===== config.mk =====
export PLATFORM = sky130hd
export DESIGN_NAME = svm_req_rx
export DESIGN_NICKNAME = d
export VERILOG_FILES = /design/src/rtl/svm_req_rx.sv
export SDC_FILE = /design/constraint.sdc
export NUM_CORES = 1
export LEC_CHECK = 0
export CAP_MARGIN = 0
export CORE_ASPECT_RATIO = 0.8
export CORE_MARGIN = 8
export CORE_UTILIZATION = 35
export CTS_CLUSTER_SIZE = 28
export DETAILED_ROUTE_END_ITERATION = 10
export GPL_TIMING_DRIVEN = 1
export HOLD_SLACK_MARGIN = 0.15
export PLACE_DENSITY = 0.56
export SETUP_SLACK_MARGIN = 0.05
export SLEW_MARGIN = 0
export SYNTH_ARGS = -nofsm -noshare
export SYNTH_HDL_FRONTEND = slang
export SYNTH_SLANG_ARGS = --single-unit

===== constraint.sdc =====
create_clock -name clk -period 4.7 [get_ports clk]
set_clock_uncertainty 0.15 [all_clocks]
set_input_delay 0.47 -clock clk [delete_from_list [all_inputs] [get_ports clk]]
set_output_delay 0.47 -clock clk [all_outputs]
set_load 0.02 [all_outputs]

===== src/rtl/svm_req_rx.sv =====
// svm_req_rx: receive endpoint between the ROM DMA request stream and svm_core.
// Ports: clk/reset; req_vld/req_data in from the DMA; svm_fifo_full back to the DMA;
// vec_vld/vec_data/vec_idx/vec_last/vec_ready toward the core; rec_count,
// overflow_err, clr_stats and fifo_empty for status.
module svm_req_rx #(
    parameter int IEEE_32BIT   = 32,
    parameter int FIFO_DEPTH   = 8,
    parameter int FULL_MARGIN  = 2,
    parameter int NUM_FEATURES = 4
) (
    input  logic                  clk,
    input  logic                  reset,
    input  logic                  req_vld,
    input  logic [IEEE_32BIT-1:0] req_data,
    output logic                  svm_fifo_full,
    output logic                  vec_vld,
    output logic [IEEE_32BIT-1:0] vec_data,
    output logic [((NUM_FEATURES > 1) ? $clog2(NUM_FEATURES) : 1)-1:0] vec_idx,
    output logic                  vec_last,
    input  logic                  vec_ready,
    output logic [15:0]           rec_count,
    output logic                  overflow_err,
    input  logic                  clr_stats,
    output logic                  fifo_empty
);

    localparam int AW = $clog2(FIFO_DEPTH);
    localparam int OW = AW + 1;
    localparam int IW = (NUM_FEATURES > 1) ? $clog2(NUM_FEATURES) : 1;
    localparam logic [OW-1:0] DEPTH   = OW'(FIFO_DEPTH);
    localparam logic [OW-1:0] THRESH  = OW'(FIFO_DEPTH - FULL_MARGIN);
    localparam logic [IW-1:0] IDX_PEN = IW'(NUM_FEATURES - 2);
    localparam logic [IW-1:0] IDX_MAX = IW'(NUM_FEATURES - 1);
    localparam logic          LAST_RST = (NUM_FEATURES == 1);

    typedef enum logic [1:0] {
        ST_FIRST,
        ST_MID,
        ST_LAST
    } state_t;

    logic [IEEE_32BIT-1:0] mem [FIFO_DEPTH];
    logic [AW-1:0]         wr_ptr;
    logic [AW-1:0]         rd_ptr;
    logic [OW-1:0]         occ;
    logic [OW-1:0]         occ_nxt;
    logic                  reg_free;
    logic                  pop;
    logic                  bypass;
    logic                  push;
    logic                  drop;
    logic                  hs;
    logic                  rec_done;
    state_t                state;

    always_comb begin
        hs       = vec_vld && vec_ready;
        reg_free = !vec_vld || vec_ready;
        pop      = reg_free && (occ != '0);
        // An empty FIFO lets the word skip storage and land in the output register.
        bypass   = reg_free && (occ == '0) && req_vld;
        push     = req_vld && !bypass && (occ != DEPTH);
        drop     = req_vld && (occ == DEPTH);
        // vec_last is high exactly on the closing word of a record.
        rec_done = hs && vec_last;
        occ_nxt  = occ;
        if (push && !pop) begin
            occ_nxt = occ + OW'(1);
        end else if (pop && !push) begin
            occ_nxt = occ - OW'(1);
        end
    end

    always_ff @(posedge clk) begin
        if (push) begin
            mem[wr_ptr] <= req_data;
        end
    end

    always_ff @(posedge clk or posedge reset) begin
        if (reset) begin
            wr_ptr        <= '0;
            rd_ptr        <= '0;
            occ           <= '0;
            svm_fifo_full <= 1'b0;
            fifo_empty    <= 1'b1;
            vec_vld       <= 1'b0;
            vec_data      <= '0;
        end else begin
            if (push) begin
                wr_ptr <= wr_ptr + AW'(1);
            end
            if (pop) begin
                rd_ptr <= rd_ptr + AW'(1);
            end
            occ           <= occ_nxt;
            svm_fifo_full <= (occ_nxt >= THRESH);
            fifo_empty    <= (occ_nxt == '0);
            if (reg_free) begin
                vec_vld <= pop || bypass;
            end
            if (pop) begin
                vec_data <= mem[rd_ptr];
            end else if (bypass) begin
                vec_data <= req_data;
            end
        end
    end

    always_ff @(posedge clk or posedge reset) begin
        if (reset) begin
            state        <= ST_FIRST;
            vec_idx      <= '0;
            vec_last     <= LAST_RST;
            rec_count    <= '0;
            overflow_err <= 1'b0;
        end else begin
            if (hs) begin
                unique case (state)
                    ST_FIRST: begin
                        if (NUM_FEATURES == 2) begin
                            state    <= ST_LAST;
                            vec_idx  <= IDX_MAX;
                            vec_last <= 1'b1;
                        end else if (NUM_FEATURES > 2) begin
                            state   <= ST_MID;
                            vec_idx <= IW'(1);
                        end
                    end
                    ST_MID: begin
                        vec_idx <= vec_idx + IW'(1);
                        if (vec_idx == IDX_PEN) begin
                            state    <= ST_LAST;
                            vec_last <= 1'b1;
                        end
                    end
                    ST_LAST: begin
                        state    <= ST_FIRST;
                        vec_idx  <= '0;
                        vec_last <= 1'b0;
                    end
                    default: begin
                        state    <= ST_FIRST;
                        vec_idx  <= '0;
                        vec_last <= LAST_RST;
                    end
                endcase
            end
            if (clr_stats) begin
                rec_count <= '0;
            end else if (rec_done) begin
                rec_count <= rec_count + 16'd1;
            end
            if (clr_stats) begin
                overflow_err <= 1'b0;
            end else if (drop) begin
                overflow_err <= 1'b1;
            end
        end
    end

endmodule

==> results.toml <==
[power]
leakage_nw = 5.12
seqPwrFrac = 0.457
internal-power_mw = 6.20
irDropWorstVdd_v = 0.000298
p_sw_frac = 0.292
total_power_mw = 8.77
power_frac_clock = 0.296
powerDensity_nw_per_um2 = 568
p_sw_mw = 2.56
p_comb_frac = 0.247

[cells_and_area]
area_growth_pct = 20.2
nets = 895
antenna_cells = 0
drive_above_1_share = 0.173
stdcell_count = 1355
fill_cells = 3202

[global_route]
grt_max_degree = 46
grt_pass1_wl_um = 44400
grt.overflow.total = 0
track_usage = 0.131
antenna_found_initial = 1
grt_pass1_vias = 7114

[clock_tree]
cts-buffers-inserted = 34
ctsHoldBuffers = 0
cts.repair.resized = 0
max-clock-path-buffers = 3
cts_tree = "built"
post-cts-setup-buffer-count = 0
cts.clk_slew.worst_paths_ns = 0.06
cts_root_buf = "clkbuf_16"
insertion_delay_ns = 0.52
clkSinkCount = 323
htreeDepth = 2

[setup_path]
max_stage_delay_ns = 0.53
crit_chain = "inv_1 > ha_1 > nand2b_1 > o21a_1 > nand2_1 > nor2_4 > buf_4"
critPathCaptureType = "flip-flop"
critical_path_class = "reg -> reg"
crit_family = "simple AND/OR/NAND/NOR gates"
slowest_stage = "nor2_4"
critPathRequiredTime_ns = 4.73
worst-path-buf-inv = 2
worstPathArrival_ns = 3.09
critical_path.max_fanout = 17
timing.critical_path.from_type = "flip-flop"

[placed_design]
hpwl_um = 16700
port_buffers = 91
place_congestion = 0.766
dpl.cell_count = 1296

[floorplanning]
die_area_um2 = 43100
io_pins = 92
core-area_um2 = 36100
fp.dieW_um = 230
std_cell_rows = 62
die_h_um = 187
initial_core_util = 0.356

[detailed_routing]
wire_per_inst_um = 20.7
wl_met1_um = 13500
dr_wl_met2_um = 12700
top_layer = "met5"
drtPass1Iterations = 4
num_vias = 6804
via_per_inst = 5.02
first_iter_violations = 467
wl_met3_um = 1410
drc = 0
final_antenna_net_count = 0
drt-total-wl_um = 28000

[logic_synthesis]
syn_area_per_cell_um2 = 17.2
synth_area_um2 = 12800
synth_enable_flop_cells = 256
ys.flop_type = "edfxtp_1"
async_flop_share = 0.207
seq_area_frac_synth = 0.729
syn_inst = 748
yosysWarningCount = 0
synth_top_cell_area_share = 0.598
synth_cell_types = 45
synthTopCellsByArea = "edfxtp_1, dfrtp_1, mux4_2"
synth_area_leader_cell = "edfxtp_1"
synth_nets = 791
ys_seq_elements = 323

[run_status]
status = "completed"

[sta]
rsz0062_at_grt = "no"
slew_headroom = 0.382
tightest_slew_ns = 0.927
fmax_mhz = 327
setup_tns_ns = 0
period_share = 0.651
report.final.slew_viol_count = 0
finalHoldViolations = 0
finalCriticalPeriod_ns = 3.06
setup_viol = 0

[hold_path]
hold_class = "in -> async"

[run]
cap_violations = 0
## registers in the layout (all words and copies together) (netlist names)
register and cells:
vec_data 32, svm_fifo_full 1, fifo_empty 1, wr_ptr 3
vec_vld 1, vec_last 1, vec_idx 2, state 2
rd_ptr 3, rec_count 16, occ 4, mem 256
overflow_err 1
## final cells by class
cell class / instances / area [µm²] / share of cell area
repair buffers: 109 / 1050 / 0.0677
multi-input cells: 377 / 3330 / 0.216
clock inverters: 15 / 121 / 0.00786
clock buffers: 44 / 950 / 0.0615
flip-flops and latches: 323 / 9370 / 0.607
well taps: 480 / 601 / 0.0389
inverters: 7 / 27.5 / 0.00178
## worst paths after layout
kind | start | endpoint | slack [ns] | cells after the start
setup / recovery | occ[1] | mem[5][10] | 1.64 | 7
hold / removal | reset | vec_data[2] | 0.27 | 2
setup reg to reg | occ[1] | mem[5][10] | 1.64 | 7
hold reg to reg | vec_data[8] | vec_data[8] | 0.33 | 2
max in group asynchronous | reset | fifo_empty | 3.19 | 3
min in group clk | vec_data[8] | vec_data[8] | 0.33 | 2
## power by group through the flow
stage / sequential, mW / clock, mW / combinational, mW
2_1_floorplan: 3.93 / 0 / 1.54
3_3_place_gp: 4.06 / 0 / 2.19
3_5_place_dp: 4.08 / 0 / 2.20
4_1_cts: 4.02 / 2.67 / 2.21
5_1_grt: 4.08 / 2.79 / 2.36
6_report: 4.00 / 2.60 / 2.17
## cell usage in the layout (no fill, tap or decap), types with 3 or more instances in the layout
master / count
o21ai_1: 40
mux2i_1: 3
nand2b_1: 6
nor3_1: 3
dfrtp_1: 63
clkinv_2: 4
xor2_1: 6
and3_1: 3
mux4_2: 64
a21oi_1: 7
nor3_2: 3
a211oi_1: 33
a21o_1: 3
xnor2_1: 10
clkbuf_8: 4
or3_1: 4
nand3_1: 6
clkbuf_1: 5
nor2_4: 6
clkdlybuf4s50_1: 91
nor2_1: 21
nand4_1: 7
clkinv_1: 8
o21ai_0: 32
clkbuf_16: 35
inv_1: 6
buf_4: 18
edfxtp_1: 256
nor2b_1: 33
nor4_1: 3
ha_1: 6
nand2_1: 57
## synthesized netlist by cell type (10+ instances only)
library cell	number
nand2_1	57
xnor2_1	10
nor2_1	29
buf_2	15
nor2b_1	33
edfxtp_1	256
mux4_2	64
o21ai_1	41
o21ai_0	32
a211oi_1	33
clkbuf_1	18
dfrtp_1	66
## cells by family after synthesis
family                     Yosys count  synth area share
DFF                                323             0.729
and+or+nand+nor                    162            0.0637
AOI/OAI and AO/OA                  126            0.0586
adders and majority gates            6           0.00584
buffers and inverters               48            0.0175
muxes                               67             0.115
xor gates and xnor gates            16            0.0109
## per-layer routing
layer	GRT usage	vias to the layer above
met5	0	-
met4	0.0312	2
met3	0.0299	35
met2	0.202	138
met1	0.186	3506
li1	-	3123
## per-stage QoR
stage / cell area [µm²] / setup slack, ns / hold slack (ns) / utilization
4_1_cts: 15400 / 1.62 / 0.293 / 0.428
5_1_grt: 15400 / 1.38 / 0.329 / 0.428
3_3_place_gp: 14400 / 1.38 / 0.322 / 0.399
6_report: 15400 / 1.64 / 0.275 / 0.428
2_1_floorplan: 12800 / 0.597 / 0.337 / -
3_5_place_dp: 14400 / 1.37 / 0.328 / 0.399
No activity file was read; power rests on OpenSTA's default activity.
